==> config.mk <==
export PLATFORM = sky130hd
export DESIGN_NAME = sb_spi_bus_master_flat
export DESIGN_NICKNAME = d
export VERILOG_FILES = /design/src/rtl/sb_spi_bus_master_if.sv /design/src/rtl/sb_spi_bus_master.sv /design/src/flat_wrapper.sv
export SDC_FILE = /design/constraint.sdc
export NUM_CORES = 1
export LEC_CHECK = 0
export CAP_MARGIN = 20
export CORE_MARGIN = 2
export CORE_UTILIZATION = 50
export CTS_CLUSTER_SIZE = 12
export DETAILED_ROUTE_END_ITERATION = 12
export GPL_TIMING_DRIVEN = 0
export PLACE_DENSITY = 0.81
export SLEW_MARGIN = 30
export SYNTH_ARGS = -nofsm -noshare
export SYNTH_HDL_FRONTEND = slang
export SYNTH_SLANG_ARGS = --single-unit
==> constraint.sdc <==
create_clock -name clk -period 2.9 [get_ports clk]
set_clock_uncertainty 0.1 [all_clocks]
set_input_delay 0.58 -clock clk [delete_from_list [all_inputs] [get_ports clk]]
set_output_delay 0.58 -clock clk [all_outputs]
set_load 0.005 [all_outputs]
==> src/rtl/sb_spi_bus_master_if.sv <==
// sb_spi_bus_master_if
//   Groups the byte-stream handshake and the SB register bus of the
//   iCE40 SB_SPI primitive into one bundle.
//   master modport: the bus-master side (consumes TX bytes, produces RX
//                   strobes, drives SB strobe/address/data).
//   slave modport : the opposite side (byte source plus SB primitive).
//   Signals:
//     tx_valid/tx_ready/tx_data/tx_last : byte stream into the master
//     rx_valid/rx_data                  : one-cycle RX strobe out
//     sb_stb/sb_rw/sb_adr/sb_dat_o      : to SBSTBI/SBRWI/SBADRI/SBDATI
//     sb_dat_i/sb_ack                   : from SBDATO/SBACKO
interface sb_spi_bus_master_if;
  logic       tx_valid;
  logic       tx_ready;
  logic [7:0] tx_data;
  logic       tx_last;
  logic       rx_valid;
  logic [7:0] rx_data;
  logic       sb_stb;
  logic       sb_rw;
  logic [7:0] sb_adr;
  logic [7:0] sb_dat_o;
  logic [7:0] sb_dat_i;
  logic       sb_ack;

  modport master (
    input  tx_valid, tx_data, tx_last, sb_dat_i, sb_ack,
    output tx_ready, rx_valid, rx_data, sb_stb, sb_rw, sb_adr, sb_dat_o
  );

  modport slave (
    output tx_valid, tx_data, tx_last, sb_dat_i, sb_ack,
    input  tx_ready, rx_valid, rx_data, sb_stb, sb_rw, sb_adr, sb_dat_o
  );
endinterface

==> src/rtl/sb_spi_bus_master.sv <==
// sb_spi_bus_master
//   Drives the SB register interface of the iCE40 hard SPI primitive:
//   initialises CR1/CR2/BR, then for every streamed byte asserts CS,
//   polls TRDY, writes TXDR, polls RRDY, reads RXDR and optionally
//   releases CS. Every SB access is followed by one cycle of sb_stb low.
//   Ports:
//     clk   : system clock (also the primitive's SBCLKI)
//     reset : synchronous, active-high
//     bus   : sb_spi_bus_master_if.master (byte stream + SB bus)
//     busy  : high from init until the FSM rests in IDLE
//     error : sticky ack-timeout flag (0 unless the timeout is built in)
//   Optional feature macro: SB_SPI_BUS_MASTER_TIMEOUT_EN enables an ack
//   watchdog of TIMEOUT_CYCLES cycles.
module sb_spi_bus_master #(
`ifdef SB_SPI_BUS_MASTER_TIMEOUT_EN
  parameter int         TIMEOUT_CYCLES = 1023,
`endif
  parameter logic [3:0] BUS_ADDR74 = 4'b0000,
  parameter logic [7:0] CR1_VAL    = 8'h80,
  parameter logic [7:0] CR2_VAL    = 8'hC0,
  parameter logic [7:0] BR_VAL     = 8'h05,
  parameter logic [3:0] CS_MASK    = 4'b1110
) (
  input  logic                       clk,
  input  logic                       reset,
  sb_spi_bus_master_if.master        bus,
  output logic                       busy,
  output logic                       error
);

  typedef enum logic [3:0] {
    INIT_CR1, INIT_CR2, INIT_BR, IDLE, CS_ON,
    POLL_TRDY, WR_TX, POLL_RRDY, RD_RX, CS_OFF
  } state_t;

  state_t     state_r, state_n;
  logic       stb_r, stb_n, rw_r, rw_n;
  logic [7:0] adr_r, adr_n, dat_r, dat_n;
  logic       rx_valid_r, rx_valid_n;
  logic [7:0] rx_data_r, rx_data_n;
  logic [7:0] byte_r, byte_n;
  logic       last_r, last_n, cs_r, cs_n;
  logic       error_r, error_n;
  logic       tx_ready_r, busy_r;
  logic       tmo_hit_s;
  logic [3:0] acc_lo_s;
  logic       acc_rw_s;
  logic [7:0] acc_dat_s;

`ifdef SB_SPI_BUS_MASTER_TIMEOUT_EN
  localparam logic [9:0] TMO_LIMIT = 10'(TIMEOUT_CYCLES);
  logic [9:0] tmo_cnt_r;

  // Ack watchdog: counts cycles the strobe waits without an ack.
  always_ff @(posedge clk) begin
    if (reset) begin
      tmo_cnt_r <= 10'd0;
    end else if (stb_r && !bus.sb_ack) begin
      tmo_cnt_r <= tmo_cnt_r + 10'd1;
    end else begin
      tmo_cnt_r <= 10'd0;
    end
  end

  assign tmo_hit_s = stb_r && !bus.sb_ack && (tmo_cnt_r == TMO_LIMIT);
`else
  assign tmo_hit_s = 1'b0;
`endif

  // Per-state SB access descriptor (address low nibble, direction, data).
  always_comb begin
    acc_lo_s  = 4'h0;
    acc_rw_s  = 1'b0;
    acc_dat_s = 8'h00;
    case (state_r)
      INIT_CR1:  begin acc_lo_s = 4'h9; acc_rw_s = 1'b1; acc_dat_s = CR1_VAL;          end
      INIT_CR2:  begin acc_lo_s = 4'hA; acc_rw_s = 1'b1; acc_dat_s = CR2_VAL;          end
      INIT_BR:   begin acc_lo_s = 4'hB; acc_rw_s = 1'b1; acc_dat_s = BR_VAL;           end
      CS_ON:     begin acc_lo_s = 4'hF; acc_rw_s = 1'b1; acc_dat_s = {4'h0, CS_MASK};  end
      POLL_TRDY: begin acc_lo_s = 4'hC; acc_rw_s = 1'b0; acc_dat_s = 8'h00;            end
      WR_TX:     begin acc_lo_s = 4'hD; acc_rw_s = 1'b1; acc_dat_s = byte_r;           end
      POLL_RRDY: begin acc_lo_s = 4'hC; acc_rw_s = 1'b0; acc_dat_s = 8'h00;            end
      RD_RX:     begin acc_lo_s = 4'hE; acc_rw_s = 1'b0; acc_dat_s = 8'h00;            end
      CS_OFF:    begin acc_lo_s = 4'hF; acc_rw_s = 1'b1; acc_dat_s = 8'h0F;            end
      default:   begin acc_lo_s = 4'h0; acc_rw_s = 1'b0; acc_dat_s = 8'h00;            end
    endcase
  end

  // Next-state and next-output logic. An access state first spends one
  // cycle with sb_stb low (the inter-access gap), then raises the strobe
  // and holds it until ack; on ack the strobe drops and the state moves.
  always_comb begin
    state_n    = state_r;
    stb_n      = stb_r;
    rw_n       = rw_r;
    adr_n      = adr_r;
    dat_n      = dat_r;
    rx_valid_n = 1'b0;
    rx_data_n  = rx_data_r;
    byte_n     = byte_r;
    last_n     = last_r;
    cs_n       = cs_r;
    error_n    = error_r;
    if (state_r == IDLE) begin
      if (bus.tx_valid) begin
        byte_n  = bus.tx_data;
        last_n  = bus.tx_last;
        // CS is still asserted from an unfinished frame: skip the CSR write.
        state_n = cs_r ? POLL_TRDY : CS_ON;
      end else begin
        state_n = IDLE;
      end
    end else if (!stb_r) begin
      stb_n = 1'b1;
      rw_n  = acc_rw_s;
      adr_n = {BUS_ADDR74, acc_lo_s};
      dat_n = acc_dat_s;
    end else if (bus.sb_ack) begin
      stb_n = 1'b0;
      case (state_r)
        INIT_CR1:  state_n = INIT_CR2;
        INIT_CR2:  state_n = INIT_BR;
        INIT_BR:   state_n = IDLE;
        CS_ON:     begin state_n = POLL_TRDY; cs_n = 1'b1; end
        POLL_TRDY: state_n = bus.sb_dat_i[4] ? WR_TX : POLL_TRDY;
        WR_TX:     state_n = POLL_RRDY;
        POLL_RRDY: state_n = bus.sb_dat_i[3] ? RD_RX : POLL_RRDY;
        RD_RX: begin
          rx_valid_n = 1'b1;
          rx_data_n  = bus.sb_dat_i;
          state_n    = last_r ? CS_OFF : IDLE;
        end
        CS_OFF:    begin state_n = IDLE; cs_n = 1'b0; end
        default:   state_n = IDLE;
      endcase
    end else if (tmo_hit_s) begin
      // Abandon the access and the byte; the primitive's CS is treated as
      // released so the next byte starts a fresh frame.
      stb_n   = 1'b0;
      error_n = 1'b1;
      cs_n    = 1'b0;
      state_n = IDLE;
    end else begin
      stb_n = 1'b1;
    end
  end

  // State and registered outputs.
  always_ff @(posedge clk) begin
    if (reset) begin
      state_r    <= INIT_CR1;
      stb_r      <= 1'b0;
      rw_r       <= 1'b0;
      adr_r      <= 8'h00;
      dat_r      <= 8'h00;
      rx_valid_r <= 1'b0;
      rx_data_r  <= 8'h00;
      byte_r     <= 8'h00;
      last_r     <= 1'b0;
      cs_r       <= 1'b0;
      error_r    <= 1'b0;
      tx_ready_r <= 1'b0;
      busy_r     <= 1'b1;
    end else begin
      state_r    <= state_n;
      stb_r      <= stb_n;
      rw_r       <= rw_n;
      adr_r      <= adr_n;
      dat_r      <= dat_n;
      rx_valid_r <= rx_valid_n;
      rx_data_r  <= rx_data_n;
      byte_r     <= byte_n;
      last_r     <= last_n;
      cs_r       <= cs_n;
      error_r    <= error_n;
      tx_ready_r <= (state_n == IDLE);
      busy_r     <= (state_n != IDLE);
    end
  end

  assign bus.sb_stb   = stb_r;
  assign bus.sb_rw    = rw_r;
  assign bus.sb_adr   = adr_r;
  assign bus.sb_dat_o = dat_r;
  assign bus.rx_valid = rx_valid_r;
  assign bus.rx_data  = rx_data_r;
  assign bus.tx_ready = tx_ready_r;
  assign busy         = busy_r;
  assign error        = error_r;

endmodule

==> src/flat_wrapper.sv <==
// flat-port wrapper written by rule: the top's interface ports become plain ports
module sb_spi_bus_master_flat 
#(

  parameter logic [3:0] BUS_ADDR74 = 4'b0000,
  parameter logic [7:0] CR1_VAL    = 8'h80,
  parameter logic [7:0] CR2_VAL    = 8'hC0,
  parameter logic [7:0] BR_VAL     = 8'h05,
  parameter logic [3:0] CS_MASK    = 4'b1110
)
  (clk, reset, busy, error, bus_tx_valid, bus_tx_data, bus_tx_last, bus_sb_dat_i, bus_sb_ack, bus_tx_ready, bus_rx_valid, bus_rx_data, bus_sb_stb, bus_sb_rw, bus_sb_adr, bus_sb_dat_o);
  sb_spi_bus_master_if bus_i ();
  input  logic clk;
  input  logic reset;
  output logic busy;
  output logic error;
  input wire logic [$bits(bus_i.tx_valid)-1:0] bus_tx_valid;
  input wire logic [$bits(bus_i.tx_data)-1:0] bus_tx_data;
  input wire logic [$bits(bus_i.tx_last)-1:0] bus_tx_last;
  input wire logic [$bits(bus_i.sb_dat_i)-1:0] bus_sb_dat_i;
  input wire logic [$bits(bus_i.sb_ack)-1:0] bus_sb_ack;
  output wire logic [$bits(bus_i.tx_ready)-1:0] bus_tx_ready;
  output wire logic [$bits(bus_i.rx_valid)-1:0] bus_rx_valid;
  output wire logic [$bits(bus_i.rx_data)-1:0] bus_rx_data;
  output wire logic [$bits(bus_i.sb_stb)-1:0] bus_sb_stb;
  output wire logic [$bits(bus_i.sb_rw)-1:0] bus_sb_rw;
  output wire logic [$bits(bus_i.sb_adr)-1:0] bus_sb_adr;
  output wire logic [$bits(bus_i.sb_dat_o)-1:0] bus_sb_dat_o;
  assign bus_i.tx_valid = bus_tx_valid;
  assign bus_i.tx_data = bus_tx_data;
  assign bus_i.tx_last = bus_tx_last;
  assign bus_i.sb_dat_i = bus_sb_dat_i;
  assign bus_i.sb_ack = bus_sb_ack;
  assign bus_tx_ready = bus_i.tx_ready;
  assign bus_rx_valid = bus_i.rx_valid;
  assign bus_rx_data = bus_i.rx_data;
  assign bus_sb_stb = bus_i.sb_stb;
  assign bus_sb_rw = bus_i.sb_rw;
  assign bus_sb_adr = bus_i.sb_adr;
  assign bus_sb_dat_o = bus_i.sb_dat_o;
  sb_spi_bus_master #(.BUS_ADDR74(BUS_ADDR74), .CR1_VAL(CR1_VAL), .CR2_VAL(CR2_VAL), .BR_VAL(BR_VAL), .CS_MASK(CS_MASK)) u_core (.clk(clk), .reset(reset), .bus(bus_i), .busy(busy), .error(error));
endmodule
==> parameters.txt <==
Parameter                              Value

Setup path
  Standard cell with the maximum stage delay on the critical path ... sky130_fd_sc_hd__clkdlybuf4s50_1
  Critical path fanouts, max ... 10
  Gate family responsible for the most delay along the worst path ... buffers and inverters
  Critical path type ... input port to register
  Endpoint required time on the critical path ... around 3.0 ns
  Nature of the critical path endpoint ... register
  Number of cells on the worst reg-to-reg path ... 5
  Startpoint kind of the worst setup timing path ... input port
  Most prevalent standard cell on the critical path ... sky130_fd_sc_hd__clkbuf_1
  Maximum cell stage delay along the critical path ... ~0.5 ns
  Buf+Inv Stages, Crit Path ... 3
  List of cells traversed by the critical path ... clkdlybuf4s50_1, clkbuf_1, clkbuf_1, a21oi_1
  Arrival time of data at the critical path endpoint ... approximately 2.0 ns
  FF-to-FF setup slack ... ~1.1 ns
  Number of cells on the critical path ... 4

Die
  Height of the die ... around 64 um
  Area of the core region ... 3360 um2
  Number of core rows ... 21
  Starting Density ... 52.8%
  Ports placed on the boundary ... a little over 50
  X dimension of the die ... ~64 um
  Total Die Area ... 4040 um2

Layout
  Non-filler instance count after layout ... 313
  Nets@finish ... 289
  Post-route standard cell area excluding fillers ... roughly 2300 um2
  Number of fill cells in the layout ... 311
  N_diodes ... 0
  Fraction of layout instances using a drive strength above 1 ... roughly a tenth
  Layout area overhead ... 32.0%

Power
  Peak ir drop on the vdd network ... between 200 and 250 uV
  Pwr Density ... about 400 nW/um2
  Total Power ... roughly 0.00092 W
  Leakage component of the power ... around 0.85 nW

Clock network
  Cts bufs inserted ... 5
  CTS clk-pin slew, worst paths ... approximately 0.1 ns
  Number of gates given a new drive strength after cts ... 0
  Number of buffers inserted by hold repair at cts ... 0
  TritonCTS clock tree ... yes
  Setup bufs post-CTS ... 0
  Clock tree root buffer cell ... sky130_fd_sc_hd__clkbuf_4
  TritonCTS Sinks ... 39
  Clock latency at the later pin of the worst-skew pair ... approximately 0.35 ns
  Number of H-tree levels ... 2
  Maximum clock path buffer count ... 2

Placed design
  HPWL reported at the end of detailed placement ... just over 3000 um
  Placed standard-cell area ... between 2000 and 2500 um2
  Number of buffers inserted by port buffering ... 45
  GP Congestion ... 0.922
  Number of cells in the design after placement ... between 300 and 400

Timing
  Aggregate negative setup slack ... 0 ns
  Top achievable clock speed ... around 0.52 GHz
  Worst slew margin relative to its limit ... between 60% and 70%
  Post-route minimum period ... 1.91 ns
  Least-Margin Pin Slew ... 0.520 ns
  Number of pins with negative max-slew slack in the final report ... 0
  Setup-failing EPs final ... 0
  Fin crit share ... between 60% and 70%
  RSZ-0062 raised after global routing ... false
  Count of final hold-check violations ... 0

Synth
  Cells taking the most area after synthesis ... sky130_fd_sc_hd__dfxtp_1 (44%), sky130_fd_sc_hd__nand2_1 (7.0%), sky130_fd_sc_hd__a21oi_1 (5.6%)
  Dominant synthesized flop cell ... sky130_fd_sc_hd__dfxtp_1
  Largest area contributor in the synthesized netlist ... sky130_fd_sc_hd__dfxtp_1
  Count of flip-flops with a built-in enable after synthesis ... 0
  Syn Area/Cell ... between 8 and 9 um2
  Yosys reg bits ... 39
  Count of warnings emitted by yosys ... 0
  Synthesized instance count ... 212
  Share of synthesized flip-flops with an asynchronous set or reset ... 0%
  Sequential-to-total area share from yosys stat ... between 40% and 50%
  Cell area after synthesis ... roughly 1800 um2
  Ranking of synthesized cells by instance count ... sky130_fd_sc_hd__dfxtp_1 (39), sky130_fd_sc_hd__nand2_1 (33), sky130_fd_sc_hd__nor2_1 (24), sky130_fd_sc_hd__a21oi_1 (20), sky130_fd_sc_hd__mux2i_1 (10)
  Share of the synthesized area in the top cell type ... approximately 44%
  Unique masters post-synth ... 44
  Most repeated cell in the gate-level netlist after synthesis ... sky130_fd_sc_hd__dfxtp_1

Routing
  Number of remaining DRC errors ... 0
  DR vias ... 1642
  Initial drt markers ... 72
  First-pass detailed-route iteration total ... 4
  Via density ... between 5 and 6
  Drt wl/cell ... approximately 14 um
  Overall routed net length ... 4270 um
  Remaining antenna violation count ... 0

Global routing
  Total global routing track utilization ... between 20% and 30%
  Antenna violations before repair ... 0
  Wire length of the first global-routing pass ... between 7000 and 8000 um
  Largest net degree at the start of global routing ... 12
  GR Overflow Total ... 0
  Vias in the first global route ... approximately 1500

Min path
  Worst hold path depth ... 2
  Kind of path behind the tightest hold check ... register to register

Outcome
  Run status ... finished, final reports clean

Run
  Max-cap check violation count ... 0
area by class of cell:
class	count	area (um2)	area share, %
timing repair buffer	45	450	19.2
tap	46	57.6	2.46
inverter	3	11.3	0.481
buffer	21	128	5.45
sequential	39	781	33.3
clock inverter	1	7.51	0.320
clock buffer	5	37.5	1.60
multi-input combinational	153	871	37.2
registers in the layout, summed over array words and instances, names as in the netlist:
signal	cells
u_core.bus.rx_data	8
u_core.bus.sb_dat_o	8
u_core.byte_r	8
u_core.bus.sb_adr	4
u_core.state_r	4
u_core.bus.rx_valid	1
u_core.bus.sb_rw	1
u_core.bus.sb_stb	1
u_core.bus.tx_ready	1
u_core.busy	1
u_core.cs_r	1
u_core.last_r	1
path summary, 6_finish.rpt:
check                                              to                            from
setup / recovery  u_core.bus.sb_dat_o[0]$_SDFFE_PP0P_                           reset
hold / removal          u_core.byte_r[2]$_SDFFE_PP0P_   u_core.byte_r[2]$_SDFFE_PP0P_
hold reg to reg         u_core.byte_r[2]$_SDFFE_PP0P_   u_core.byte_r[2]$_SDFFE_PP0P_
setup reg to reg       u_core.bus.tx_ready$_SDFF_PP0_  u_core.bus.sb_stb$_SDFFE_PP0N_
per-stage QoR:
step / util, % / worst slack, ns / hold WS [ns]
finish: 69.7 / 0.986 / 0.361
global route: 69.7 / 0.798 / 0.383
CTS: 69.7 / 0.971 / 0.362
detailed placement: 68.3 / 0.599 / 0.348
global placement: 68.3 / 0.601 / 0.343
floorplan: - / 1.32 / 0.332
placed cells by master, fill, tap and decap left out, types with 2 or more instances in the layout:
cell type	count
sky130_fd_sc_hd__clkdlybuf4s50_1	45
sky130_fd_sc_hd__dfxtp_1	39
sky130_fd_sc_hd__nand2_1	33
sky130_fd_sc_hd__nor2_1	24
sky130_fd_sc_hd__a21oi_1	20
sky130_fd_sc_hd__mux2i_1	10
sky130_fd_sc_hd__buf_4	7
sky130_fd_sc_hd__o21ai_0	7
sky130_fd_sc_hd__buf_2	6
sky130_fd_sc_hd__clkbuf_1	6
sky130_fd_sc_hd__a31oi_1	5
sky130_fd_sc_hd__conb_1	5
sky130_fd_sc_hd__clkbuf_4	5
sky130_fd_sc_hd__a22oi_1	4
sky130_fd_sc_hd__and2_1	3
sky130_fd_sc_hd__nand2b_1	3
sky130_fd_sc_hd__nor2b_1	3
sky130_fd_sc_hd__nor3b_1	3
sky130_fd_sc_hd__o21bai_1	3
sky130_fd_sc_hd__buf_6	2
sky130_fd_sc_hd__inv_2	2
sky130_fd_sc_hd__nor4_2	2
sky130_fd_sc_hd__or2_1	2
sky130_fd_sc_hd__nand3b_1	2
sky130_fd_sc_hd__a21o_1	2
sky130_fd_sc_hd__nor4_1	2
sky130_fd_sc_hd__nor3_1	2
kinds of logic (layout without fill, tap and decap cells):
family,after synthesis,after routing,share of synthesized area (%)
other cells,1,5,0.211
flops,39,39,44.0
buf+inv,24,75,7.82
compound gates,52,52,18.3
mux,10,10,5.64
simple gates,86,86,24.0
power by group:
| part | switching, W | leakage (nW) | internal, W | total [W] |
|---|---|---|---|---|
| Clock | 0.000167 | 0.0232 | 0.0000853 | 0.000252 |
| Combinational | 0.0000545 | 0.506 | 0.0000646 | 0.000119 |
| Sequential | 0.00000549 | 0.316 | 0.000545 | 0.000551 |
tightest hold or removal path, cell delays in order (launching register included):
cell and delay [ns]:
sky130_fd_sc_hd__dfxtp_1 0.32, sky130_fd_sc_hd__nand2_1 0.05, sky130_fd_sc_hd__a21oi_1 0.05
routing by layer:
| layer | track usage [%] | routed length, um | share of wire [%] |
|---|---|---|---|
| met1 | 30.3 | 1970 | 46 |
| met4 | 8.97 | 63 | 1.5 |
| met3 | 6.25 | 210 | 4.9 |
| met2 | 37.1 | 2030 | 47 |
| met5 | 0 | 0 | 0 |
Note: power is estimated with default switching activity, not from simulation.
==> edit, RTL diff (config.mk and constraints unchanged) <==
Re-encode `state_t` (10 states) as one-hot, 10 bits wide.
--- a/src/rtl/sb_spi_bus_master.sv
+++ b/src/rtl/sb_spi_bus_master.sv
@@ -28,9 +28,9 @@
   output logic                       error
 );
 
-  typedef enum logic [3:0] {
-    INIT_CR1, INIT_CR2, INIT_BR, IDLE, CS_ON,
-    POLL_TRDY, WR_TX, POLL_RRDY, RD_RX, CS_OFF
+  typedef enum logic [9:0] {
+    INIT_CR1 = 10'b0000000001, INIT_CR2 = 10'b0000000010, INIT_BR = 10'b0000000100, IDLE = 10'b0000001000, CS_ON = 10'b0000010000,
+    POLL_TRDY = 10'b0000100000, WR_TX = 10'b0001000000, POLL_RRDY = 10'b0010000000, RD_RX = 10'b0100000000, CS_OFF = 10'b1000000000
   } state_t;
 
   state_t     state_r, state_n;
Check against the original RTL: no difference found for any inputs over 10 cycles, from zero or initial values and one cycle with reset high; not proved beyond that.
==> edit against the unedited design <==
Setup slack worse by 660 ps; routed wire length rose by 29%; synthesized cell count up 16%; critical path depth rose by 4; total power up 41%; combinational power is 49% higher; die area rose by 22%; sequential cell count increased by 6; critical path type unchanged; first-iteration DRC count increased by 89%; core utilization is 3.7 points lower; synthesized area increased by 24%; largest power group unchanged; cell count increased by 13%; count of clock-buffer cells in the layout up 1; cell area up 21%.
==> edit: results (changes against the unedited design) <==
status: "finished clean"  # unchanged
clkbuf_count: 6  # was 5
cp_max_fo: 10  # unchanged
io_buffers: 44  # was 45
clkLatencyLatePin_ps: 300  # was 350 ps
gp_congestion: 0.9393  # was 0.9217
nNonClkBuffers: 71  # was 66
power_density_nw_per_um2: 460.2  # was 393.6 nW/µm²
final-nonclk-buf-share_pct: 21.15  # was 24.67%
pre_cts_slack_ps: 31.63  # was 598.6 ps
hold_start: "u_core.bus.sb_dat_o[5]$_SDFFE_PP0P_"  # was u_core.byte_r[2]$_SDFFE_PP0P_
grtUsageMet1_pct: 28.28  # was 30.32%
placed_cell_area_um2: 2723  # was 2298 µm²
switching_share_pct: 24.63  # about the same
critPathLaunch: "bus_sb_ack"  # was reset
grtUsageMet2_pct: 38.36  # was 37.11%
grt_pass1_vias: 1937  # was 1,537
rr_startpoint: "u_core.state_r[5]$_SDFF_PP0_"  # was u_core.bus.sb_stb$_SDFFE_PP0N_
r2r_setup_slack_ps: 420  # was 1130 ps
syn_area_per_cell_um2: 8.952  # was 8.375 µm²
ys_types: 48  # was 44
ff_latch_area_um2: 900.9  # was 780.7 µm²
vias_per_cell: 5.766  # was 5.246
yosysSeqAreaShare_pct: 40.91  # was 43.97%
hp-class: "flop to flop"  # unchanged
hold_slack_ps: 366.2  # was 361.3 ps
multiInputGateArea_um2: 1146  # was 870.8 µm²
cts-htree-levels: 2  # unchanged
clock.fmax_mhz: 388.5  # was 522.4 MHz
met3_usage_pct: 5.051  # was 6.250%
drive_gt1_share_pct: 11.92  # was 10.49%
design_area_um2: 2834  # was 2344 µm²
clock_area_share_pct: 3.929  # was 1.922%
leakagePower_nw: 1.154  # was 0.8457 nW
critPathMaxStageDelay_ps: 540  # was 500 ps
grt_pass1_wl_mm: 8.949  # was 7.327 mm
drt-initial-drc-count: 136  # was 72
synth_common_cells: "dfxtp_1, nor2_1, mux2i_1, a21oi_1, nor3_1"  # was dfxtp_1, nand2_1, nor2_1, a21oi_1, mux2i_1
synthTopCellsByArea: "dfxtp_1, mux2i_1, nor2_1"  # was dfxtp_1, nand2_1, a21oi_1
largest_reg_flops: 10
track_usage_pct: 22.84  # was 23.41%
place_inst: 346  # was 307
vias: 2041  # was 1,642
vdd_drop_max_mv: 0.3427  # was 0.2418 mV
reg2reg_to: "u_core.busy$_SDFF_PP1_"  # was u_core.bus.tx_ready$_SDFF_PP0_
layout.nets: 322  # was 289
wire_per_inst_um: 15.61  # was 13.65 µm
dp_hpwl_mm: 3.990  # was 3.099 mm
fillers: 380  # was 311
worst_pin_slew_ps: 799.4  # was 519.8 ps
design.seq.count: 45  # was 39
rows: 24  # was 21
worstPathArrival_ps: 2660  # was 2030 ps
clock-root-buffer: "clkbuf_8"  # was clkbuf_4
grt_max_degree: 15  # was 12
holdPathEnd: "u_core.bus.sb_dat_o[5]$_SDFFE_PP0P_"  # was u_core.byte_r[2]$_SDFFE_PP0P_
-- edit: cell types whose count changed in the layout (fill, tap and decap cells not counted), moves of 5 or more --
cell / delta
dfxtp_1: +6
a21oi_1: -7
nor3_1: +11
clkbuf_4: -5
nor2_1: +16
clkbuf_8: +5
nand2_1: -22
mux2i_1: +9
-- edit: cells by family after synthesis --
kind of cell,Yosys count,share of synthesized area (%)
mux,19,8.636
buf+inv,30,7.727
other cells,1,0.1703
xor+xnor,5,1.989
flops,45,40.91
simple gates,106,27.95
compound gates,40,12.61
-- edit: worst reg2reg max path, cell delays in order, from the launching register on --
cell and delay [ps]:
dfxtp_1 300, buf_2 190, nor4_4 570, nand4_2 170
buf_6 200, o22ai_2 140, a22oi_1 150, or4b_1 540
-- edit: per-layer routing --
metal | routed length, µm | part of all wire (%)
met1 | 2265 | 41
met2 | 2682 | 49
met3 | 443 | 8.0
met4 | 135 | 2.4
met5 | 0 | 0
